===== config.mk =====
export PLATFORM = sky130hd
export DESIGN_NAME = instr_fetch_queue
export DESIGN_NICKNAME = d
export VERILOG_FILES = /design/src/rtl/instr_fetch_queue.sv
export SDC_FILE = /design/constraint.sdc
export NUM_CORES = 1
export LEC_CHECK = 0
export ABC_CLOCK_PERIOD_IN_PS = 2100
export CORE_ASPECT_RATIO = 1.1
export CORE_MARGIN = 3
export CORE_UTILIZATION = 35
export CTS_BUF_LIST = sky130_fd_sc_hd__clkbuf_4 sky130_fd_sc_hd__clkbuf_8
export DETAILED_ROUTE_END_ITERATION = 7
export PLACE_DENSITY = 0.52
export SLEW_MARGIN = 20
export SYNTH_ARGS = -nofsm -noshare
export SYNTH_HDL_FRONTEND = slang
export SYNTH_SLANG_ARGS = --single-unit

===== constraint.sdc =====
create_clock -name clk -period 2.1 [get_ports clk]
set_input_delay 0.42 -clock clk [delete_from_list [all_inputs] [get_ports clk]]
set_output_delay 0.42 -clock clk [all_outputs]
set_load 0.01 [all_outputs]

===== src/rtl/instr_fetch_queue.sv =====
// Instruction fetch queue: issues one word read per cycle to instruction memory
// while space allows, buffers returned words with their PC, and presents them to
// decode over valid/ready with an illegal-opcode qualifier on the head entry.
module instr_fetch_queue #(
    parameter int          DEPTH    = 4,
    parameter logic [31:0] RESET_PC = 32'h0000_0000
) (
    input  logic                       clk,
    input  logic                       reset,
    output logic                       imem_req_o,
    output logic [31:0]                imem_addr_o,
    input  logic [31:0]                imem_rdata_i,
    input  logic                       flush_i,
    input  logic [31:0]                flush_pc_i,
    output logic                       valid_o,
    input  logic                       ready_i,
    output logic [31:0]                instr_o,
    output logic [31:0]                pc_o,
    output logic                       illegal_o,
    output logic [$clog2(DEPTH+1)-1:0] count_o
);

    localparam int PW = $clog2(DEPTH);
    localparam int CW = $clog2(DEPTH+1);
    localparam logic [CW:0] DEPTH_W = (CW+1)'(DEPTH);

    logic [31:0]   r_mem_instr [DEPTH];
    logic [31:0]   r_mem_pc    [DEPTH];
    logic [PW-1:0] r_wptr;
    logic [PW-1:0] r_rptr;
    logic [CW-1:0] r_count;
    logic [31:0]   r_fetch_pc;
    logic [31:0]   r_req_pc;
    logic          r_inflight;
    logic          r_drop;

    logic          w_req;
    logic          w_push;
    logic          w_pop;
    logic [CW:0]   w_occ;
    logic [DEPTH-1:0] w_we;

    // Opcodes decode knows how to handle; everything else is flagged.
    function automatic logic f_legal(input logic [6:0] op);
        case (op)
            7'b0000011, 7'b0100011, 7'b1100011, 7'b0110011, 7'b0010011,
            7'b0010111, 7'b0110111, 7'b1100111, 7'b1101111: f_legal = 1'b1;
            default:                                         f_legal = 1'b0;
        endcase
    endfunction

    // An in-flight request reserves a slot, so a response can never overflow.
    assign w_occ       = {1'b0, r_count} + {{CW{1'b0}}, r_inflight};
    assign w_req       = reset && !flush_i && (w_occ < DEPTH_W);
    assign w_push      = r_inflight && !r_drop && !flush_i;
    assign w_pop       = valid_o && ready_i && !flush_i;

    assign imem_req_o  = w_req;
    assign imem_addr_o = r_fetch_pc;
    assign valid_o     = (r_count != '0);
    assign count_o     = r_count;
    assign instr_o     = r_mem_instr[r_rptr];
    assign pc_o        = r_mem_pc[r_rptr];
    assign illegal_o   = valid_o && !f_legal(instr_o[6:0]);

    // Per-entry write enables decoded from the write pointer.
    generate
        for (genvar gi = 0; gi < DEPTH; gi++) begin : g_we
            assign w_we[gi] = w_push && (r_wptr == PW'(gi));
        end
    endgenerate

    // Queue storage; cleared on reset so head outputs read zero.
    always_ff @(posedge clk or negedge reset) begin
        if (!reset) begin
            for (int i = 0; i < DEPTH; i++) begin
                r_mem_instr[i] <= '0;
                r_mem_pc[i]    <= '0;
            end
        end else begin
            for (int i = 0; i < DEPTH; i++) begin
                if (w_we[i]) begin
                    r_mem_instr[i] <= imem_rdata_i;
                    r_mem_pc[i]    <= r_req_pc;
                end
            end
        end
    end

    // Fetch PC, request tracking, pointers and occupancy; flush overrides all.
    always_ff @(posedge clk or negedge reset) begin
        if (!reset) begin
            r_fetch_pc <= RESET_PC;
            r_req_pc   <= '0;
            r_inflight <= 1'b0;
            r_drop     <= 1'b0;
            r_wptr     <= '0;
            r_rptr     <= '0;
            r_count    <= '0;
        end else if (flush_i) begin
            r_fetch_pc <= {flush_pc_i[31:2], 2'b00};
            r_inflight <= 1'b0;
            r_drop     <= r_inflight;
            r_wptr     <= '0;
            r_rptr     <= '0;
            r_count    <= '0;
        end else begin
            if (w_req) begin
                r_req_pc   <= r_fetch_pc;
                r_fetch_pc <= r_fetch_pc + 32'd4;
            end
            r_inflight <= w_req;
            r_drop     <= 1'b0;
            if (w_push) begin
                r_wptr <= r_wptr + PW'(1);
            end
            if (w_pop) begin
                r_rptr <= r_rptr + PW'(1);
            end
            r_count <= r_count + CW'(w_push) - CW'(w_pop);
        end
    end

endmodule

==> out/metrics.cfg <==
[outcome]
status = finished, violations left
violations = negative setup slack

[synth]
ys_types = 45
synth_fa_ha_area_share_pct = 0.850
synth_top_family_by_area = multiplexers
yosys.area.top_type = dfrtp_1
ys_seq_area_share_pct = 56.1
synth_top_area_share_pct = 56.1
synth_cells = 934
synth.most_common_cell = dfrtp_1
synth_area_um2 = 14100
muxShareOfSynthArea_pct = 32.4
synth-simple-area-share_pct = 4.97
yosysWarnings = 0
ys_top_cells_by_area = dfrtp_1 (56%), mux2_2 (22%), mux4_2 (9.9%), buf_2 (1.4%), nand2_1 (0.85%)
synthXorXnorAreaFrac_pct = 1.12
ys_top_cells_by_count = dfrtp_1 (317), mux2_2 (278), mux4_2 (62)
syn_area_per_cell_um2 = 15.1
synth_flop_cell = dfrtp_1
synth_compound_area_share_pct = 2.09
synth_seq_cells = 317
synth_edf_count = 0
async_flop_share_pct = 100

[global_routing]
grt_pass1_wl_um = 57000
grt_max_degree = 84
busiest_layer = met2
grt_pass1_vias = 9732
grt_use_met1_pct = 24.2
grt_usage_pct = 16.9
use_met2_pct = 26.7
grtUsageMet3_pct = 2.94
antenna_found_initial = 1
grt_overflow = 0

[final_layout]
fillers = 3514
multi_input_area_um2 = 5970
drive_gt1_share_pct = 51.4
fin_area_um2 = 18800
layout.cells.non_filler = 1766
nNetsFinal = 1298
seq_area_um2 = 7950
final_util_pct = 47.7
area_growth_pct = 33.3

[route]
wirelength_um = 35600
wire_per_inst_um = 20.1
dr_total_vias = 8938
drt_iter0_drc = 365
ant_nets = 0
via_per_inst = 5.06
drc = 0
drtPass1Iterations = 4

[sta]
drv_slew = 0
grt_setup_unrepaired = yes
setup_viol = 73
period_share_pct = 132
max_freq_mhz = 361
min_period_ns = 2.77
final-hold-violation-count = 0
finClkSkew_ns = 0.0251
setup_slack_ns = -0.672

[critical_path]
worstSetupPathType = reg -> out
cp-startpoint = r_rptr[0]$_DFFE_PN0P_
required_ns = 1.68
path_cells = buf_6 > mux4_2 > o32a_1 > o21a_1 > buf_2
worstReg2RegStart = count_o[2]$_DFF_PN0_
start_kind = register
path_buf_inv = 2
cpMaxStageDelayCell = mux4_2
crit_fanout = 6
critPathMaxStageDelay_ns = 0.51
arrival_ns = 2.35
end_kind = output pin
crit_family = compound AO/OA/AOI/OAI gates

[power_and_ir_drop]
p_leak_nw = 8.51
p_per_area_nw_per_um2 = 1250
vdd_ir_drop_max_mv = 0.453
finalPower_mw = 23.5

[place]
gp_congestion = 0.766
post-dp-hpwl_um = 23500
dp_cells = 1635
placed_area_um2 = 17000
port_buffers = 163

[floorplan]
io_pins = 170
core_area_um2 = 39500
initial_core_util_pct = 35.8
die_h_um = 217
num_rows = 76
dieWidth_um = 198
die-area_um2 = 42800

[clock_tree]
clockRootBuffer = clkbuf_8
cts.path.max_buffers = 3
cts.sinks = 317
clock_latency_ns = 0.59
cts_made_buffers = 57
cts_tree = done
h-tree-depth = 2
clkTransAtPathRegs_ns = 0.06

[min_path]
min_path_type = in -> async

[job]
max_cap_viol_count = 0

cell type report:
class                           instances  area share [%]
Sequential cell                       317            42.2
Multi-Input combinational cell        548            31.7
Timing Repair Buffer                  285            16.2
Clock buffer                           93            6.03
Tap cell                              507            3.37
Inverter                               12           0.252
Clock inverter                          3           0.226
Antenna cell                            1          0.0133
cells in the final DEF, fill, tap and decap left out, drive strengths merged, types with 3 or more instances in the layout:
cell           Yosys  routed
dfrtp            317     317
mux2             279     279
buf               51     168
clkbuf             9      94
clkdlybuf4s50      0      78
mux4              62      62
nand2             34      34
dlygate4sd2        0      25
nor2              22      22
nand3             18      18
o21ai             17      17
nand4             14      14
inv               12      12
xor2              11      11
a31oi             10      10
dlymetal6s2s       0      10
ha                 8       8
xnor2              7       7
o31ai              7       7
or4                7       7
and2               7       7
and3               4       4
nor4               4       4
conb               1       4
and4               4       4
or3                4       4
nor2b              3       3
o211ai             3       3
a211o              3       3
nor3               3       3
mux2i              3       3
registers in the layout (all words and copies together) (netlist names):
signal	count
r_rptr	2
r_req_pc	30
r_wptr	2
r_drop	1
imem_addr_o	30
r_mem_instr	128
count_o	3
r_mem_pc	120
r_inflight	1
worst paths after layout:
check,slack (ns),cells after the start,to
worst max-delay path,-0.67,5,illegal_o
worst min-delay path,0.21,2,r_req_pc[27]$_DFFE_PN0P_
worst max register to register,-0.17,10,count_o[1]$_DFF_PN0_
worst min register to register,0.50,1,r_mem_pc[60]$_DFFE_PN0P_
max in group asynchronous,0.89,4,r_mem_instr[89]$_DFFE_PN0P_
min in group clk,0.39,3,imem_addr_o[7]$_DFFE_PN0P_
where the power goes:
part,internal (mW),switching [mW],leakage (nW)
combinational,5.36,3.22,3.81
sequential,7.84,1.14,4.08
clock,3.49,2.47,0.627
total,16.7,6.83,8.51
per-stage QoR:
step	TNS, ns	setup slack, ns	hold WS, ns
2_1_floorplan	-0.0348	-0.0348	0.124
3_3_place_gp	-35.82	-0.419	0.230
3_5_place_dp	-41.06	-0.427	0.230
4_1_cts	-35.67	-0.769	0.153
5_1_grt	-38.13	-0.774	0.184
6_report	-29.32	-0.672	0.211
layer usage:
metal  vias to the layer above  share of wire (%)
li1                       4035                  -
met1                      4634                 47
met2                       207                 47
met3                        62                4.2
met4                         0                2.3
met5                         -                  0
logic make-up (layout without fill, tap and decap cells):
family          after synthesis  count (layout)
compound gates               45              45
xor+xnor                     18              18
fa+ha+maj                     9               9
buf+inv                      72             393
flops                       317             317
mux                         344             344
other cells                   1               5
simple gates                128             128
what timing repair did:
item | CTS | global route
buffers inserted | 25 | 9
setup endpoints to repair | 117 | 111
resized for setup | 283 | 73
cloned | 3 | 1
pin swaps | 6 | 23
endpoints found under the hold margin | 57 | 0
hold buffers | 1 | 0
Power figures use the tool's default switching activity.
